File: src/rtl/sha256_block_seq.sv
// Block sequencer for the asic2 SHA-256 round core: buffers a 512-bit block, drives the core, accumulates the digest.
// Optional feature macro SHA_CHAIN_EN: start with chain=1 keeps H from the previous block.
module sha256_block_seq #(
  parameter int CORE_LAT = 2
) (
  input  logic        clk,
  input  logic        reset,
  input  logic        start,
  input  logic        chain,
  input  logic        msg_valid,
  input  logic [31:0] msg_word,
  output logic        msg_ready,
  output logic        core_rst,
  output logic [31:0] core_var,
  output logic [31:0] core_w,
  input  logic [31:0] core_out,
  output logic        busy,
  output logic        dig_valid,
  output logic [2:0]  dig_idx,
  output logic [31:0] dig_word,
  output logic        done
);

  typedef enum logic [2:0] {
    S_IDLE, S_FILL, S_CLR, S_LOAD, S_ROUND, S_WAIT, S_READ, S_DONE
  } state_t;

  localparam logic [5:0] WAIT_LAST = 6'(CORE_LAT - 1);

  state_t      state_r, state_s;
  logic [5:0]  cnt_r, cnt_s;
  logic [31:0] h_r [8];
  logic [31:0] w_r [16];
  logic [31:0] w_new_s;
  logic [31:0] sum_s;
  logic        accept_s;
  logic        h_init_s;

  function automatic logic [31:0] iv_word(input logic [2:0] idx);
    case (idx)
      3'd0:    iv_word = 32'h6a09e667;
      3'd1:    iv_word = 32'hbb67ae85;
      3'd2:    iv_word = 32'h3c6ef372;
      3'd3:    iv_word = 32'ha54ff53a;
      3'd4:    iv_word = 32'h510e527f;
      3'd5:    iv_word = 32'h9b05688c;
      3'd6:    iv_word = 32'h1f83d9ab;
      3'd7:    iv_word = 32'h5be0cd19;
      default: iv_word = 32'h00000000;
    endcase
  endfunction

  function automatic logic [31:0] sig0(input logic [31:0] x);
    sig0 = {x[6:0], x[31:7]} ^ {x[17:0], x[31:18]} ^ {3'b000, x[31:3]};
  endfunction

  function automatic logic [31:0] sig1(input logic [31:0] x);
    sig1 = {x[16:0], x[31:17]} ^ {x[18:0], x[31:19]} ^ {10'b0000000000, x[31:10]};
  endfunction

  assign accept_s = (state_r == S_FILL) & msg_valid;
  assign w_new_s  = sig1(w_r[14]) + w_r[9] + sig0(w_r[1]) + w_r[0];
  assign sum_s    = h_r[cnt_s[2:0]] + core_out;

`ifdef SHA_CHAIN_EN
  assign h_init_s = (state_r == S_IDLE) & start & ~chain;
`else
  logic unused_chain_s;
  assign unused_chain_s = chain;
  assign h_init_s = (state_r == S_IDLE) & start;
`endif

  // Next-state and phase counter
  always_comb begin
    state_s = state_r;
    cnt_s   = cnt_r;
    case (state_r)
      S_IDLE: begin
        if (start) begin
          state_s = S_FILL;
          cnt_s   = 6'd0;
        end else begin
          state_s = S_IDLE;
        end
      end
      S_FILL: begin
        if (accept_s && (cnt_r == 6'd15)) begin
          state_s = S_CLR;
          cnt_s   = 6'd0;
        end else if (accept_s) begin
          cnt_s = cnt_r + 6'd1;
        end else begin
          cnt_s = cnt_r;
        end
      end
      S_CLR: begin
        state_s = S_LOAD;
        cnt_s   = 6'd0;
      end
      S_LOAD: begin
        if (cnt_r == 6'd7) begin
          state_s = S_ROUND;
          cnt_s   = 6'd0;
        end else begin
          cnt_s = cnt_r + 6'd1;
        end
      end
      S_ROUND: begin
        if (cnt_r == 6'd63) begin
          state_s = S_WAIT;
          cnt_s   = 6'd0;
        end else begin
          cnt_s = cnt_r + 6'd1;
        end
      end
      S_WAIT: begin
        if (cnt_r == WAIT_LAST) begin
          state_s = S_READ;
          cnt_s   = 6'd0;
        end else begin
          cnt_s = cnt_r + 6'd1;
        end
      end
      S_READ: begin
        if (cnt_r == 6'd7) begin
          state_s = S_DONE;
          cnt_s   = 6'd0;
        end else begin
          cnt_s = cnt_r + 6'd1;
        end
      end
      S_DONE: begin
        state_s = S_IDLE;
        cnt_s   = 6'd0;
      end
      default: begin
        state_s = S_IDLE;
        cnt_s   = 6'd0;
      end
    endcase
  end

  // State register
  always_ff @(posedge clk or posedge reset) begin
    if (reset) begin
      state_r <= S_IDLE;
      cnt_r   <= 6'd0;
    end else begin
      state_r <= state_s;
      cnt_r   <= cnt_s;
    end
  end

  // Schedule register: fills from the stream, then shifts one word per round
  always_ff @(posedge clk or posedge reset) begin
    if (reset) begin
      for (int i = 0; i < 16; i++) w_r[i] <= 32'h0;
    end else if (accept_s) begin
      for (int i = 0; i < 15; i++) w_r[i] <= w_r[i+1];
      w_r[15] <= msg_word;
    end else if (state_s == S_ROUND) begin
      for (int i = 0; i < 15; i++) w_r[i] <= w_r[i+1];
      w_r[15] <= w_new_s;
    end
  end

  // Running hash: IV on a fresh block, accumulate core results while reading
  always_ff @(posedge clk or posedge reset) begin
    if (reset) begin
      for (int i = 0; i < 8; i++) h_r[i] <= iv_word(3'(i));
    end else if (h_init_s) begin
      for (int i = 0; i < 8; i++) h_r[i] <= iv_word(3'(i));
    end else if (state_s == S_READ) begin
      h_r[cnt_s[2:0]] <= sum_s;
    end
  end

  // Registered outputs, computed from the state being entered; core_out word i is
  // presented the cycle before READ slot i so dig_word can be registered
  always_ff @(posedge clk or posedge reset) begin
    if (reset) begin
      msg_ready <= 1'b0;
      core_rst  <= 1'b0;
      busy      <= 1'b0;
      done      <= 1'b0;
      dig_valid <= 1'b0;
      core_var  <= 32'h0;
      core_w    <= 32'h0;
      dig_word  <= 32'h0;
      dig_idx   <= 3'd0;
    end else begin
      msg_ready <= (state_s == S_FILL);
      core_rst  <= (state_s == S_CLR);
      busy      <= (state_s != S_IDLE);
      done      <= (state_s == S_DONE);
      dig_valid <= (state_s == S_READ);
      core_var  <= (state_s == S_LOAD) ? h_r[cnt_s[2:0]] : 32'h0;
      core_w    <= (state_s == S_ROUND) ? w_r[0] : 32'h0;
      dig_word  <= (state_s == S_READ) ? sum_s : 32'h0;
      dig_idx   <= (state_s == S_READ) ? cnt_s[2:0] : 3'd0;
    end
  end

endmodule

File: config.mk
export PLATFORM = sky130hd
export DESIGN_NAME = sha256_block_seq
export DESIGN_NICKNAME = d
export VERILOG_FILES = /design/src/rtl/sha256_block_seq.sv
export SDC_FILE = /design/constraint.sdc
export NUM_CORES = 2
export LEC_CHECK = 0
export BUFFER_PORTS_ARGS = -buffer_cell sky130_fd_sc_hd__buf_2
export CORE_MARGIN = 2
export CORE_UTILIZATION = 56
export CTS_CLUSTER_DIAMETER = 50
export CTS_CLUSTER_SIZE = 25
export DETAILED_ROUTE_END_ITERATION = 6
export PLACE_DENSITY = 0.76
export SLEW_MARGIN = 5
export SYNTH_ARGS = -nofsm -noshare
export SYNTH_HDL_FRONTEND = slang
export SYNTH_SLANG_ARGS = --single-unit
File: constraint.sdc
create_clock -name clk -period 37.5 [get_ports clk]
set_clock_uncertainty 0.1 [all_clocks]
set_input_delay 11.25 -clock clk [delete_from_list [all_inputs] [get_ports clk]]
set_output_delay 11.25 -clock clk [all_outputs]
set_load 0.02 [all_outputs]
==> flow_metrics.env <==
export IMPL_outcome="finished, final reports clean"
export IMPL_syn_cell_area_um2=40100
export IMPL_critPathArrivalTime_ns=18.81
export IMPL_hold_violations=0
export IMPL_grt_pass1_wl_um=158000
export IMPL_wl_per_cell_um=22.1
export IMPL_required_ns=37.93
export IMPL_first_pass_iters=6
export IMPL_synth_top_cell_by_area="dfrtp_1"
export IMPL_finalSetupViolCount=0
export IMPL_port_buffers=171
export IMPL_antennaDiodeCount=0
export IMPL_instances_no_fill=4543
export IMPL_synthArstFlopShare=1.00
export IMPL_cts_root_buf="clkbuf_16"
export IMPL_drtAntennaViolNets=0
export IMPL_start_util=0.563
export IMPL_final_nets=3723
export IMPL_drt_iter0_drc=2675
export IMPL_multi_input_area_um2=16600
export IMPL_cts_setup_buffers=0
export IMPL_clkLatencyLatePin_ns=0.67
export IMPL_rows=98
export IMPL_grt_total_usage=0.276
export IMPL_die_w_um=272
export IMPL_criticalPathCategory="in2reg"
export IMPL_hold_path_class="reg2reg"
export IMPL_hpwl_um=66400
export IMPL_worstPathMaxFanout=56
export IMPL_drc=0
export IMPL_place_gp_congestion=0.924
export IMPL_grt_pass1_vias=27300
export IMPL_syn_num_nets=3601
export IMPL_synth_common_cells="dfrtp_1 (745), mux2_2 (450), nand2_1 (384)"
export IMPL_hold_ws_ns=0.374
export IMPL_synth_cell_type_count=67
export IMPL_vias_per_cell=5.99
export IMPL_drive_gt1_frac=0.278
export IMPL_synth_edff_count=0
export IMPL_fp_dieArea_um2=73800
export IMPL_htree_levels=3
export IMPL_max_cap_viol_count=0
export IMPL_clkSlewWorstSetupHoldPaths_ns=0.08
export IMPL_netlist_instances=3398
export IMPL_synth_warnings=0
export IMPL_gr_total_overflow=0
export IMPL_clock_sinks=881
export IMPL_tightest_slew_ns=1.25
export IMPL_fillCellCount=5389
export IMPL_place_inst=4382
export IMPL_numCtsBuffers=86
export IMPL_rsz0062_at_grt="no"
export IMPL_ios=173
export IMPL_area_delta_synth_final_pct=12.5
export IMPL_fin_crit_sh=0.490
export IMPL_postCtsHoldBufs=0
export IMPL_grt_max_degree=124
export IMPL_cts_tree="done"
export IMPL_startpoint_type="input port"
export IMPL_yosysTopAreaCellShare=0.465
export IMPL_ys_ff_latch=881
export IMPL_yosys_cell_count_top_type="dfrtp_1"
export IMPL_period_needed_ns=18.37
export IMPL_fp_dieH_um=272
export IMPL_max_clock_path_buffers=3
export IMPL_slew_violations=0
export IMPL_setup_tns_final_ns=0
export IMPL_drt_wl_total_um=101000
export IMPL_fmax_mhz=54.4
export IMPL_num_vias=27200
export IMPL_synthFlopType="dfrtp_1"
export IMPL_post_route_util=0.633
export IMPL_core_area_um2=71200
export IMPL_relSlewSlack=0.161
export IMPL_post_cts_resize_count=0
export IMPL_worst_setup_path_end_kind="register"
export IMPL_synthTopCellsByArea="dfrtp_1 (46%), mux2_2 (13%), dfstp_2 (8.9%), nand2_1 (3.6%), fa_1 (3.1%)"
export IMPL_antenna_found_initial=1
export IMPL_seq_area_um2=22200
export IMPL_yosysSeqAreaShare=0.554
export IMPL_syn_avg_cell_area_um2=11.8
## final timing paths
path	start	end	slack, ns	cells past startpoint
worst max register to register	state_r[1]	h_r[253]	29.28	22
max in group asynchronous	reset	w_r[112]	23.33	5
min in group asynchronous	reset	core_rst	10.69	2
worst min register to register	w_r[297]	w_r[329]	0.37	1
worst max-delay path	msg_valid	h_r[253]	19.13	23
worst min-delay path	w_r[297]	w_r[329]	0.37	1
## cell families after synthesis
logic type | synth area share
and+or+nand+nor | 0.0861
adders and majority gates | 0.0536
muxes | 0.130
AOI/OAI and AO/OA | 0.104
buffers and inverters | 0.0335
DFF | 0.554
xor gates and xnor gates | 0.0391
## layer usage
layer | part of all wire | track usage
met1 | 0.41 | 0.379
met2 | 0.46 | 0.433
met3 | 0.077 | 0.0469
met4 | 0.046 | 0.126
met5 | 0.00019 | 0
## stage by stage
stage	setup slack, ns	cell area [um2]
floorplan	1.61	40100
global placement	18.78	41800
detailed placement	18.69	41800
CTS	19.38	45100
global route	18.88	45100
finish	19.13	45100
## flip-flops by register name (all words and copies together), names as in the netlist
signal	count
w_r	512
h_r	256
core_var	32
core_w	32
dig_word	32
cnt_r	6
dig_idx	3
state_r	3
busy	1
core_rst	1
dig_valid	1
done	1
msg_ready	1
## critical path, stage by stage
cell,delay [ns]
buf_2,0.15
a211oi_1,0.31
a21boi_0,0.72
nand2_1,0.11
o21a_2,0.15
buf_4,0.29
inv_2,0.56
buf_4,0.70
nand2_1,0.11
nand3_1,0.11
nand2_1,0.06
o21ai_0,0.64
ha_1,0.36
o21ai_0,0.11
o21bai_1,0.18
a21oi_1,0.16
o31ai_1,0.57
nand4_1,0.22
a41oi_1,0.67
a211o_1,0.29
o31ai_1,0.09
xor2_1,0.66
o21ai_0,0.25
## cell type report
cell class                 count  area share
tap                          950      0.0263
clock buffer                  92      0.0493
clock inverter                69      0.0239
timing repair buffer         221      0.0273
multi-input combinational   2184       0.369
inverter                     146      0.0123
sequential                   881       0.492
## placed cells by master (no fill, tap or decap), types with 9 or more instances in the layout
cell type	n
fa_1	63
nand2_1	382
mux2_2	450
a22o_1	83
xnor2_1	103
buf_2	171
nor3_1	25
a31oi_1	31
a221o_1	46
inv_12	9
inv_1	142
o22ai_1	20
clkinv_8	18
o21ai_0	152
dfstp_2	136
inv_8	9
nor2_1	163
nand3_1	128
a21oi_1	104
o21ai_1	9
ha_1	71
nor2b_1	11
dfrtp_1	745
and3_1	9
clkbuf_16	87
buf_4	50
a311oi_1	11
o211ai_1	61
mux2i_1	10
xor2_1	74
a211oi_1	13
and2_1	29
a21o_1	28
Power is left out: the tool's default activity adds up to more than one toggle a clock period on the data nets, which glitch-free logic cannot reach.
